===== config.mk =====
export PLATFORM = sky130hd
export DESIGN_NAME = ppu_pool_relu
export DESIGN_NICKNAME = d
export VERILOG_FILES = /design/src/rtl/ppu_pool_relu.sv
export SDC_FILE = /design/constraint.sdc
export NUM_CORES = 1
export LEC_CHECK = 0
export CORE_MARGIN = 10
export CORE_UTILIZATION = 54
export CTS_CLUSTER_SIZE = 28
export DETAILED_ROUTE_END_ITERATION = 16
export PLACE_DENSITY = 0.85
export RECOVER_POWER = 100
export SLEW_MARGIN = 25
export SYNTH_ARGS = -nofsm -noshare
export SYNTH_HDL_FRONTEND = slang
export SYNTH_SLANG_ARGS = --single-unit

===== constraint.sdc =====
create_clock -name clk -period 8.9 [get_ports clk]
set_clock_uncertainty 0.05 [all_clocks]
set_input_delay 0.89 -clock clk [delete_from_list [all_inputs] [get_ports clk]]
set_output_delay 0.89 -clock clk [all_outputs]
set_load 0.05 [all_outputs]

===== src/rtl/ppu_pool_relu.sv =====
// Post-processing stage: optional ReLU about the zero point, then optional
// 4-element max pooling, behind a valid/ready stream with a one-deep output register.
module ppu_pool_relu #(
  parameter logic [7:0] ZP    = 8'd128,
  parameter int         CNT_W = 16
) (
  input  logic             clk,
  input  logic             rst,
  input  logic             in_valid,
  output logic             in_ready,
  input  logic [7:0]       in_data,
  input  logic             in_last,
  input  logic             en_relu,
  input  logic             en_pool,
  output logic             out_valid,
  input  logic             out_ready,
  output logic [7:0]       out_data,
  output logic             out_last,
  output logic             busy,
  output logic [CNT_W-1:0] out_count
);

  logic [1:0] cnt;
  logic [7:0] acc;
  logic       relu_q;
  logic       pool_q;

  logic       accept;
  logic       out_xfer;
  logic       relu_eff;
  logic       pool_eff;
  logic       close;
  logic [7:0] v;
  logic [7:0] mx;
  logic [7:0] result;

  assign in_ready = !out_valid || out_ready;
  assign accept   = in_valid && in_ready;
  assign out_xfer = out_valid && out_ready;
  assign busy     = (cnt != 2'd0);

  // The window's first element sees the live enables; later ones use the latched copy.
  assign relu_eff = (cnt == 2'd0) ? en_relu : relu_q;
  assign pool_eff = (cnt == 2'd0) ? en_pool : pool_q;

  assign v      = (relu_eff && (in_data < ZP)) ? ZP : in_data;
  assign mx     = (acc > v) ? acc : v;
  assign result = (pool_eff && (cnt != 2'd0)) ? mx : v;
  assign close  = accept && (!pool_eff || in_last || (cnt == 2'd3));

  always_ff @(posedge clk or posedge rst) begin
    if (rst) begin
      cnt       <= 2'd0;
      acc       <= 8'd0;
      relu_q    <= 1'b0;
      pool_q    <= 1'b0;
      out_data  <= 8'd0;
      out_valid <= 1'b0;
      out_last  <= 1'b0;
      out_count <= '0;
    end else begin
      if (accept && (cnt == 2'd0)) begin
        relu_q <= en_relu;
        pool_q <= en_pool;
      end

      if (accept && pool_eff) begin
        acc <= result;
      end

      if (close) begin
        cnt <= 2'd0;
      end else if (accept) begin
        cnt <= cnt + 2'd1;
      end

      // A closing input wins over a draining output so the register never bubbles.
      if (close) begin
        out_data  <= result;
        out_last  <= in_last;
        out_valid <= 1'b1;
      end else if (out_xfer) begin
        out_valid <= 1'b0;
      end

      if (out_xfer) begin
        out_count <= out_count + {{(CNT_W-1){1'b0}}, 1'b1};
      end
    end
  end

endmodule


; After elaboration in Yosys (flattened, before gate mapping)
; Index checks and enable logic that the tools add are counted.
[totals]
ff_bits = 38
latch_bits = 0
ramBits = 0
rom_bits = 0
in_bits = 15
out_inout_bits = 28
word_cells = 38
memories = 0
[op_classes]
add_sub_neg = 2
n_mul = 0
div = 0
magnitude_cmp = 2
eq_ne = 1
n_shift = 0
muxes = 9
bitwise = 0
n_reduce_logical = 16
[op_table]
columns = cell, count
row1 = $mux W8, 3
row2 = $add A16 B1 Y16 const B, 1
row3 = $gt A8 B8 Y1, 1
row4 = $lt A8 B8 Y1 const B, 1
row5 = $logic_and A1 B1 Y1, 7
row6 = $reduce_bool A2 Y1, 3
row7 = $mux W1, 4
row8 = $mux W2, 2
row9 = $logic_or A1 B1 Y1, 3
row10 = $add A2 B1 Y2 const B, 1
row11 = $eq A2 B2 Y1 const B, 1
row12 = $logic_not A1 Y1, 2
row13 = $logic_not A2 Y1, 1

; Logic depth before layout (Yosys ltp)
; Gate-level depths: netlist of the first run.
[depth]
depth_word = 7
mapped_depth = 11

; Worst setup path before layout of the first run
; OpenSTA, ideal clock, no wires.
[synth_path]
kind = input port to flip-flop
from = input port en_relu
to = register acc[0]
setup_ns = 0.125
arrival_time_ns = 3.200
required_time_ns = 8.725
path_slack_ns = 5.525
cell_stages = 8
path_cell_list = mux2i_1 > nor2b_1 > ha_1 > and3_4 > a221o_1 > o211a_2 > nor4_4 > mux2_4
[synth_between]
elab_chain_cells = 6
[synth_rtl]
columns = item, line_no
row1 = start: declaration, 13  ; input logic en_relu,
row2 = $mux W1 *, 43  ; assign relu_eff = (cnt == 2'd0) ? en_relu : relu_q;
row3 = $logic_and A1 B1 Y1 *, 46  ; assign v = (relu_eff && (in_data < ZP)) ? ZP : in_data;
row4 = $mux W8 *, 46
row5 = $gt A8 B8 Y1, 47  ; assign mx = (acc > v) ? acc : v;
row6 = $mux W8, 47
row7 = $mux W8 *, 48  ; assign result = (pool_eff && (cnt != 2'd0)) ? mx : v;
row8 = end signal: assignment, 68  ; acc <= result;
row9 = end: declaration, 24  ; logic [7:0] acc;
; Every way passes the cells marked *; elsewhere a longest branch is shown, timed or not.
; A chain may end at the register's enable or synchronous reset.

; Worst setup path in the final report of the first run
; Same ends and word-level chain as after synthesis.

==> results of run 1 <==
-- worst max-delay path: cells and delay by family --
| kind | cells | cell delay (ps) |
|---|---|---|
| mux | 2 | 740 |
| compound gates | 3 | 850 |
| simple gates | 2 | 1750 |
| buf+inv | 1 | 540 |
| fa+ha+maj | 1 | 330 |
-- logic make-up after synthesis --
| kind of cell | share of synthesized area |
|---|---|
| flops | 0.488 |
| mux | 0.0770 |
| simple gates | 0.168 |
| buf+inv | 0.0314 |
| compound gates | 0.0982 |
| xor+xnor | 0.0674 |
| fa+ha+maj | 0.0706 |
-- state kept, by name, summed over array words and instances (netlist names) --
signal     cells
cnt            2
out_count     16
out_last       1
out_valid      1
pool_q         1
relu_q         1
acc            8
out_data       8
-- stage by stage --
stage | util | area [um^2] | hold slack [ps] | setup WS (ps)
floorplan | - | 1950 | 425 | 5520
global placement | 0.708 | 2420 | 410 | 4850
detailed placement | 0.708 | 2420 | 413 | 4750
CTS | 0.723 | 2470 | 430 | 5140
global route | 0.715 | 2440 | 450 | 3670
finish | 0.715 | 2440 | 420 | 4000
-- report_power, final --
part           switching [mW]  internal, mW  total (mW)
Combinational           0.202         0.117       0.319
Sequential             0.0417         0.224       0.265
Clock                  0.0530        0.0356      0.0886
Total                   0.296         0.376       0.673
-- metal layers --
| layer | share of wire | vias up | wire length (um) | GRT usage |
|---|---|---|---|---|
| met5 | 0 | - | 0 | 0 |
| met4 | 0.027 | 0 | 111 | 0.0651 |
| met3 | 0.083 | 13 | 337 | 0.0379 |
| met2 | 0.48 | 48 | 1930 | 0.214 |
| met1 | 0.41 | 742 | 1670 | 0.138 |
| li1 | - | 741 | - | - |
-- cell type report --
cell class | instances | area, um^2 | share of cell area
clock buffer | 6 | 51.3 | 0.0210
inverter | 12 | 45.0 | 0.0185
multi-input combinational | 129 | 912 | 0.374
sequential | 38 | 951 | 0.390
tap | 46 | 57.6 | 0.0236
timing repair buffer | 43 | 424 | 0.174
-- how the worst max path moves through the flow --
stage / from / endpoint / cells after the start
after global placement: en_relu / acc[0] / 9
final: en_relu / acc[0] / 9
after floorplan: en_relu / acc[0] / 8
after CTS: en_relu / acc[0] / 9
after detailed placement: en_relu / acc[0] / 9
after global routing: en_relu / acc[1] / 9
-- cell usage in the layout, fill, tap and decap left out, types with 9 or more instances in the layout --
cell	count
xnor2_1	11
ha_1	11
dlygate4sd3_1	32
nand2_1	10
dfrtp_1	38
o21ai_0	14
mux2i_1	9
clkdlybuf4s50_1	10
nor2_1	10
inv_1	12
nand3_1	13
==> impl_metrics.py, run 1 <==
metrics = {
    "timing": {
        "hold_violations": 0,
        "relSlewSlack": -0.327,
        "maxSlewViolCount": 66,
        "tightest_slew_ps": 1990,
        "finalCriticalPeriod_ps": 4900,
        "rsz0062_at_grt": "no",
        "finalSetupViolations": 0,
        "fin_crit_sh": 0.551,
        "timing.fmax_mhz": 204,
        "tns_ps": 0,
    },
    "synthesis": {
        "yosysSeqAreaShare": 0.488,
        "synthFlopType": "dfrtp_1",
        "syn_area_per_cell_um2": 10.7,
        "syn_area_mm2": 0.00195,
        "synthCells": 183,
        "yosysMostFrequentCell": "dfrtp_1",
        "synth_top_cell_area_share": 0.488,
        "synthTopCellsByCount": "38 x dfrtp_1, 14 x o21ai_0, 13 x nand3_1",
        "async_reset_ff_frac": 1.00,
        "ys.warnings.count": 0,
        "synth_nets": 209,
        "yosysTopAreaCell": "dfrtp_1",
        "synth_edf_count": 0,
        "ys_seq_elements": 38,
        "synth_cell_types": 35,
        "synth_area_leaders": "dfrtp_1 49%, ha_1 7.1%, xnor2_1 4.9%",
    },
    "grt": {
        "grt_pass1_wl_um": 6520,
        "grt_overflow": 0,
        "track_usage": 0.126,
        "grt_max_degree": 39,
        "grt_pass1_vias": 1438,
        "antenna_found_initial": 0,
    },
    "finish": {
        "layout.nets": 255,
        "fill_cells": 252,
        "drive_gt1_frac": 0.0526,
        "areaGrowthSynthToFinish_pct": 25.2,
        "diodes": 0,
        "final_cells": 274,
    },
    "worst_setup_path": {
        "path_cells": "dlygate4sd3_1 -> mux2i_1 -> o21ai_0 -> ha_1 -> and3_1 -> a221o_1 -> o211a_1 -> nor4_1 -> mux2_4",
        "timing.rr.end": "acc[0]",
        "crit_type": "in -> reg",
        "crit_slowest_cell": "nor4_1",
        "r2r_start": "cnt[0]",
        "critPathLaunchType": "primary input",
        "crit_fanout": 17,
        "r2r_slack_ps": 4240,
        "critPathMaxStageDelay_ps": 1570,
        "cp.arrival_ps": 5110,
        "rr_worst_depth": 10,
        "endpoint_kind": "flop",
        "required_ps": 9100,
    },
    "cts": {
        "cts_tree": "built",
        "clkSinkCount": 38,
        "cts_inserted_buffers": 5,
        "clockBufferDepth": 2,
        "cts-hold-fix-buffers": 0,
        "clock_latency_ps": 350,
        "cts-root-buf": "clkbuf_4",
        "cts.clk_slew.worst_paths_ps": 110,
        "postCtsSetupBuffers": 0,
        "cts_resized": 0,
        "cts-htree-levels": 2,
    },
    "route": {
        "dr_total_vias": 1544,
        "first_iter_violations": 43,
        "antenna_left": 0,
        "drcViolationCount": 0,
        "wire_per_inst_um": 14.8,
        "firstDrtPassIters": 4,
        "wl_um": 4050,
        "viasPerCell": 5.64,
    },
    "power_and_ir_drop": {
        "totalPowerFinal_mw": 0.673,
        "p_leak_nw": 1.14,
        "peakVddDrop_uv": 158,
        "pwr_density_cell_mw_per_mm2": 276,
    },
    "hold_path": {
        "holdPathStages": 1,
        "hold_end": "out_count[15]",
        "hp-class": "reg -> reg",
        "min-delay-start": "out_count[15]",
    },
    "placement": {
        "numPortBuffers": 42,
        "dpl.hpwl_um": 3150,
        "gp_congestion": 0.836,
        "place_inst": 268,
    },
    "run_status": {
        "violations": "max-capacitance violations, max-slew violations",
        "status": "finished with violations",
    },
    "flow_run": {
        "maxCapViolations": 3,
    },
    "floorplanning": {
        "start_util": 0.571,
        "coreArea_mm2": 0.00342,
        "rows": 21,
        "die_x_um": 80.1,
        "die_area_mm2": 0.00641,
        "ios": 43,
        "die_h_um": 80.1,
    },
}
No activity file was read; power rests on OpenSTA's default activity.
==> run 2, diff against run 1 <==
Settings changed: CORE_UTILIZATION 54 to 50, PLACE_DENSITY 0.85 to 0.79.
Clock period 8.9 ns to 4.6 ns, I/O delays scaled along.
==> impl_metrics.py, run 2 (synthesized netlist as in run 1, its figures left out) <==
metrics = {
    "cts": {
        "postCtsSetupBuffers": 0,
        "cts-htree-levels": 2,
        "clock_latency_ps": 290,
        "clkSinkCount": 38,
        "cts.clk_slew.worst_paths_ps": 80,
        "cts_tree": "built",
        "cts_resized": 0,
        "clockBufferDepth": 2,
        "cts_inserted_buffers": 5,
        "cts-hold-fix-buffers": 0,
        "cts-root-buf": "clkbuf_8",
    },
    "worst_setup_path": {
        "crit_family": "simple AND/OR/NAND/NOR gates",
        "crit_fanout": 17,
        "rr_worst_depth": 10,
        "path_cells": "inv_1 -> ha_1 -> mux2i_1 -> o21ai_0 -> ha_1 -> and3_1 -> a221o_1 -> o211a_2 -> nor4_2 -> mux2_4",
        "required_ps": 4720,
        "crit_slowest_cell": "nor4_2",
        "endpoint_kind": "flop",
        "cp_num_buf_inv": 1,
        "cp.arrival_ps": 4050,
        "cp_common_cell": "ha_1",
        "r2r_start": "cnt[0]",
        "critPathMaxStageDelay_ps": 900,
        "critPathLaunchType": "flop",
        "timing.rr.end": "acc[0]",
        "r2r_slack_ps": 670,
        "crit_type": "reg -> reg",
    },
    "grt": {
        "grt_max_degree": 39,
        "grt_pass1_vias": 1538,
        "track_usage": 0.133,
        "antenna_found_initial": 0,
        "grt_pass1_wl_um": 7150,
        "grt_overflow": 0,
    },
    "route": {
        "firstDrtPassIters": 4,
        "wire_per_inst_um": 14.9,
        "antenna_left": 0,
        "wl_um": 4140,
        "first_iter_violations": 57,
        "dr_total_vias": 1520,
        "drcViolationCount": 0,
        "viasPerCell": 5.47,
    },
    "placement": {
        "place_inst": 270,
        "gp_congestion": 0.849,
        "dpl.hpwl_um": 3200,
        "placed_area_mm2": 0.00242,
        "numPortBuffers": 42,
    },
    "finish": {
        "top_register": "out_count",
        "final_common_cell": "dfrtp_1",
        "final_cells": 278,
        "largest_reg_flops": 16,
        "final_util": 0.676,
        "areaGrowthSynthToFinish_pct": 28.9,
        "top_regs": "out_count: 16 flops, acc: 8 flops, out_data: 8 flops",
        "drive_gt1_frac": 0.0739,
        "layout.nets": 255,
        "final_cell_mix": "38 x dfrtp_1, 30 x dlygate4sd3_1, 14 x o21ai_0",
        "diodes": 0,
        "final_area_mm2": 0.00251,
    },
    "run_status": {
        "status": "finished with violations",
        "violations": "max-capacitance violations, max-slew violations",
    },
    "floorplanning": {
        "rows": 22,
        "coreArea_mm2": 0.00372,
        "die_x_um": 82.4,
        "ios": 43,
        "start_util": 0.525,
        "die_h_um": 82.4,
        "die_area_mm2": 0.00680,
    },
    "timing": {
        "fin_crit_sh": 0.854,
        "rsz0062_at_grt": "no",
        "tns_ps": 0,
        "tightest_slew_ps": 1980,
        "hold_violations": 0,
        "finalCriticalPeriod_ps": 3930,
        "finalSetupViolations": 0,
        "timing.fmax_mhz": 255,
        "maxSlewViolCount": 39,
        "relSlewSlack": -0.322,
    },
    "power_and_ir_drop": {
        "totalPowerFinal_mw": 1.42,
        "p_leak_nw": 1.16,
        "pwr_density_cell_mw_per_mm2": 564,
        "peakVddDrop_uv": 276,
    },
    "hold_path": {
        "hold_end": "out_count[15]",
        "holdPathStages": 1,
        "hp-class": "reg -> reg",
        "min-delay-start": "out_count[15]",
    },
    "flow_run": {
        "maxCapViolations": 1,
    },
}
## run 2: final cells by class
type,instances,area [um^2]
Tap cell,48,60.1
Clock inverter,3,40.0
Multi-Input combinational cell,129,923
Timing Repair Buffer,43,424
Sequential cell,38,951
Fill cell,295,1200
Clock buffer,5,68.8
Inverter,12,45.0
## run 2: metrics by stage
step                hold WS (ps)  setup slack, ps
finish                       420              672
global route                 451              365
CTS                          427              969
detailed placement           417              908
global placement             412              952
floorplan                    425             1360
## run 2: how the worst max path moves through the flow
stage,start,endpoint,slack (ps),cells past startpoint
after CTS,cnt[0],acc[0],970,10
final,cnt[0],acc[0],670,10
after floorplan,cnt[0],acc[0],1360,10
after detailed placement,en_relu,acc[0],910,9
after global placement,en_relu,acc[0],950,9
after global routing,cnt[0],acc[0],370,10
## run 2: routing by layer
metal | vias to the layer above | track usage | part of all wire
met3 | 5 | 0.0518 | 0.082
met2 | 38 | 0.220 | 0.50
met5 | - | 0 | 0
li1 | 743 | - | -
met1 | 734 | 0.155 | 0.41
met4 | 0 | 0.0408 | 0.013
## run 2: worst reg2reg max path: stages, from the launching register on
cell,delay (ps)
dfrtp_1,410
inv_1,70
ha_1,260
mux2i_1,500
o21ai_0,220
ha_1,330
and3_1,180
a221o_1,340
o211a_2,210
nor4_2,900
mux2_4,350
## run 2: power by group
group          switching, mW  total (mW)  internal [mW]
logic                  0.396       0.626          0.230
clock network          0.114       0.274          0.159
registers             0.0844       0.518          0.433
total                  0.595        1.42          0.822
==> run 3, diff against run 2 <==
Settings changed: SKIP_LAST_GASP from default to 1.
==> results of run 3 <==
The final DEF is identical to that of run 2; final timing and power are the same.
==> variant 1 (settings of run 2) <==
The parameter `CNT_W` goes from 16 to 32.
--- a/src/rtl/ppu_pool_relu.sv
+++ b/src/rtl/ppu_pool_relu.sv
@@ -3,5 +3,5 @@
 module ppu_pool_relu #(
   parameter logic [7:0] ZP    = 8'd128,
-  parameter int         CNT_W = 16
+  parameter int         CNT_W = 32
 ) (
   input  logic             clk,
Ports: changed (resized out_count); port bits go from 43 to 59. The function was not compared with the original's and may differ.
==> variant 1 against run 2 <==
  * The flow still finishes with violations (capacitance limit, slew limit)
  * Final area is 37% higher
  * Fmax grew 1.9%
  * Sequential cell count increased by 16
  * Worst setup slack better by 72 ps
  * Worst hold slack better by 14 ps
  * Synthesized cell count is 37% higher
  * Global-route usage up 0.79 points
  * Wire length is 42% higher
  * Synthesized area up 38%
  * Total power rose by 15%
  * Count of clock-buffer cells in the layout is the same
  * Critical endpoint unchanged
  * Largest cell class unchanged
  * Largest power group is now sequential cells
==> variant 1: results (changes against run 2) <==
metric,value,unit,change
IO buf count,58,,was 42
DRT iter0 DRCs,60,,was 57
hold slack,434,ps,was 420 ps
pins over their slew limit,55,,was 39
post-DP HPWL,4600,um,was 3200 um
DP Cell Count,376,,was 270
clock-pin slew on the worst setup and hold paths,100,ps,was 80 ps
total track usage,14.1,%,was 13.3%
Gate Count Post-Synth,251,,was 183
FF-to-FF path depth,11,,was 10
root buf cell,clkbuf_8,,unchanged
final wirelength,5890,um,was 4140 um
FILL cells,437,,was 295
CTS max path bufs,2,,unchanged
drt first pass iters,4,,unchanged
met2 Track Usage GR,23.7,%,was 22.0%
Hold Path End,out_count[21],,was out_count[15]
vias in the first global route,2179,,"was 1,538"
met1 usage,16.7,%,was 15.5%
CTS-repair resized insts,0,,unchanged
crit path max fanout,16,,was 17
GR Util met3,4.16,%,was 5.18%
Leak Pwr,0.00162,uW,was 0.00116 uW
layout cells sized above 1,5.10,%,was 7.39%
worst skew pair latency,310,ps,was 290 ps
DP Area,3350,um2,was 2420 um2
RePlAce Congestion,0.883,,was 0.849
dpl ws,713,ps,was 908 ps
initial antenna violation count,0,,unchanged
max_slew headroom,-53.6,%,was -32.2%
Post-synth ARST share,100,%,unchanged
P_int,963,uW,was 822 uW
DR vias,2064,,"was 1,520"
# nets final,339,,was 255
largest net degree at the start of global routing,55,,was 39
Hold Path Origin,out_count[21],,was out_count[15]
Via density,5.38,,was 5.47
# diodes,0,,unchanged
total number of yosys warnings,0,,unchanged
failing checks,"capacitance limit, slew limit",,unchanged
sequential-to-total area share from yosys stat,50.4,%,was 48.8%
net count after synthesis,277,,was 209
first-pass GRT wire length,10200,um,was 7150 um
Post-synth top cells,"54 x dfrtp_1, 19 x xnor2_1, 18 x nand2_1",,"was 38 x dfrtp_1, 14 x o21ai_0, 13 x nand3_1"
status,"finished, violations left",,unchanged
largest cells by area after synthesis,"dfrtp_1 50%, xnor2_1 6.2%, ha_1 5.1%, xor2_1 3.9%, mux2i_1 3.4%",,"was dfrtp_1 49%, ha_1 7.1%, xnor2_1 4.9%, mux2i_1 4.6%, o21ai_0 3.6%"
CP Data Arrival Time,4000,ps,was 4050 ps
max-cap violation count,1,,unchanged
Worst VDD drop,0.000361,V,was 0.000276 V
R2R setup slack,740,ps,was 670 ps
Reg-to-Reg End,acc[0],,unchanged
top flop regs,"out_count: 32 flops, acc: 8 flops, out_data: 8 flops",,"was out_count: 16 flops, acc: 8 flops, out_data: 8 flops"
==> variant 1: cell type report <==
type                       count  area [um2]  area share [%]
clock inverter                 3        45.0            1.31
tap                           70        87.6            2.54
multi-input combinational    180        1260            36.5
timing repair buffer          59         584            17.0
sequential                    54        1350            39.2
inverter                      13        50.0            1.45
clock buffer                   5        68.8            2.00
==> variant 1: worst max path at each step <==
stage               startpoint     end  slack (ps)
floorplan               cnt[0]  acc[0]        1260
global placement       en_relu  acc[0]         820
detailed placement     en_relu  acc[0]         710
CTS                     cnt[0]  acc[0]         780
global route            cnt[1]  acc[0]         460
finish                  cnt[0]  acc[0]         740
==> variant 1: logic make-up (layout without fill, tap and decap cells) <==
| kind of cell | after synthesis | in the layout | synth area share, % |
|---|---|---|---|
| XOR/XNOR | 31 | 31 | 10.1 |
| multiplexers | 13 | 13 | 5.18 |
| adder cells (fa/ha/maj) | 11 | 11 | 5.13 |
| buffers and inverters | 17 | 80 | 2.38 |
| flip-flops | 54 | 54 | 50.4 |
| AND/OR/NAND/NOR | 92 | 92 | 18.7 |
| AO/OA/AOI/OAI | 33 | 33 | 8.07 |
==> variant 1: critical path, cell delays in order, from the launching register on <==
cell and delay [ps]:
dfrtp_1 390, inv_1 90, ha_1 270, mux2i_1 470
o21ai_0 220, ha_1 340, nor2b_1 130, o211ai_1 200
a2111oi_0 170, clkbuf_1 310, nor4_4 710, mux2_1 390
==> variant 1: layer usage <==
layer,share of wire (%),up-vias
met1,45,995
met5,0,-
li1,-,1005
met4,1.2,0
met3,7.0,8
met2,46,56
==> variant 1: power by group through the flow <==
stage                     Combinational (uW)  Clock, uW  Sequential (uW)
after global routing                     702        347              676
after global placement                   659          0              671
final                                    641        322              661
after CTS                                674        326              664
after detailed placement                 674          0              670
after floorplan                          285          0              836
==> variant 2 (settings of run 2) <==
Without the edit above. Put one more register stage on the output `out_count`, without a reset. The value now appears one clock later. The other outputs are not delayed to match.
--- a/src/rtl/ppu_pool_relu.sv
+++ b/src/rtl/ppu_pool_relu.sv
@@ -20,4 +20,6 @@
   output logic [CNT_W-1:0] out_count
 );
+
+  logic [CNT_W-1:0] out_count_s0;
 
   logic [1:0] cnt;
@@ -58,5 +60,5 @@
       out_valid <= 1'b0;
       out_last  <= 1'b0;
-      out_count <= '0;
+      out_count_s0 <= '0;
     end else begin
       if (accept && (cnt == 2'd0)) begin
@@ -85,9 +87,13 @@
 
       if (out_xfer) begin
-        out_count <= out_count + {{(CNT_W-1){1'b0}}, 1'b1};
+        out_count_s0 <= out_count_s0 + {{(CNT_W-1){1'b0}}, 1'b1};
       end
     end
   end
 
+  always_ff @(posedge clk) begin
+    out_count <= out_count_s0;
+  end
+
 endmodule
 
Formal check against the unedited RTL: not equivalent (Yosys sat finds a counterexample within 4 cycles, from zero or initial values and one cycle with rst high).
==> variant 2 against run 2 <==
  * The run still ends with capacitance limit, slew limit left
  * Via count is 4.5% higher
  * Synthesized cell count is 8.7% higher
  * Sequential cell count is 16 higher
  * Count of clock-buffer cells in the layout is 3 higher
  * Worst setup slack better by 150 ps
  * Non-clock buffer count is 1 higher
  * Wire length is 2.2% higher
  * Final area is 14% higher
  * Clock power is 22% higher
  * Synthesized area is 16% higher
  * Core utilization is 2.1 points lower
  * Total power is 16% higher
  * Critical path type unchanged
  * Largest cell class unchanged
  * Largest power group is now sequential cells
==> variant 2: results (changes against run 2) <==
metric,value,unit,change
total track usage,11.6,%,was 13.3%
CP Data Arrival Time,3910,ps,was 4050 ps
post-synth cell types,36,,was 35
"slowest stage cell, crit path",nor4_4,,was nor4_2
Leak Pwr,0.00132,uW,was 0.00116 uW
# nets final,272,,was 255
Worst VDD drop,0.000278,V,was 0.000276 V
max_slew headroom,-34.2,%,was -32.2%
first-pass GRT wire length,7220,um,was 7150 um
wire per inst,14.2,um,was 14.9 um
Hold Crit Depth,0,,was 1
Post-synth top cells,"38 x dfrtp_1, 16 x dfxtp_1, 14 x o21ai_0",,"was 38 x dfrtp_1, 14 x o21ai_0, 13 x nand3_1"
max-cap violation count,1,,unchanged
layout cells sized above 1,6.48,%,was 7.39%
largest cells by area after synthesis,"dfrtp_1 42%, dfxtp_1 14%, ha_1 6.1%, xnor2_1 4.2%, mux2i_1 4.0%",,"was dfrtp_1 49%, ha_1 7.1%, xnor2_1 4.9%, mux2i_1 4.6%, o21ai_0 3.6%"
DRT iter0 DRCs,49,,was 57
Via density,5.31,,was 5.47
pins over their slew limit,39,,unchanged
status,"finished, violations left",,unchanged
sequential-to-total area share from yosys stat,56.0,%,was 48.8%
failing checks,"capacitance limit, slew limit",,unchanged
Post-synth ARST share,70.4,%,was 100%
mean area per synthesized cell,11.4,um2,was 10.7 um2
RePlAce Congestion,0.875,,was 0.849
vias in the first global route,1609,,"was 1,538"
"non-filler cells, final",299,,was 278
net count after synthesis,225,,was 209
post-DP HPWL,3270,um,was 3200 um
==> variant 2: cell types whose count changed after synthesis, sizes merged <==
cell and delta:
dfxtp +16
==> variant 2: logic make-up (layout without fill, tap and decap cells) <==
group | count (synthesis) | count (layout) | synth area share [%]
xor gates and xnor gates | 15 | 15 | 5.79
DFF | 54 | 54 | 56.0
adders and majority gates | 11 | 11 | 6.06
buffers and inverters | 16 | 64 | 2.70
muxes | 14 | 14 | 6.62
AOI/OAI and AO/OA | 30 | 30 | 8.43
and+or+nand+nor | 59 | 59 | 14.4
==> variant 2: through the flow <==
stage / hold WS (ps) / worst slack (ps) / cell area [um2] / util, %
2_1_floorplan: 316 / 1360 / 2270 / -
3_3_place_gp: 329 / 947 / 2750 / 62.8
3_5_place_dp: 331 / 875 / 2750 / 62.8
4_1_cts: 352 / 935 / 2890 / 65.8
5_1_grt: 360 / 561 / 2870 / 65.6
6_report: 351 / 823 / 2870 / 65.6
==> variant 2: worst paths after layout <==
kind,end,slack (ps)
worst max-delay path,acc[0],820
worst min-delay path,out_count[15],350
worst max register to register,acc[0],820
worst min register to register,out_count[15],350
max in group asynchronous,acc[4],2080
min in group asynchronous,out_count_s0[15],1270
==> variant 2: final cells by class <==
type | instances | area, um2
clock buffer | 8 | 133
fill | 352 | 1510
inverter | 12 | 45.0
multi-input combinational | 129 | 928
sequential | 54 | 1270
tap | 52 | 65.1
timing repair buffer | 44 | 432
==> variant 2: per-layer routing <==
metal	global-route usage, %	wire [um]	vias up
met5	0	0	-
met4	3.48	37	0
met3	3.75	256	5
met2	20.8	2110	38
met1	12.5	1830	747
li1	-	-	798
==> variant 2: where the power goes <==
part	switching [uW]	internal [uW]
clock	147	188
combinational	397	227
sequential	88.1	595
total	632	1010
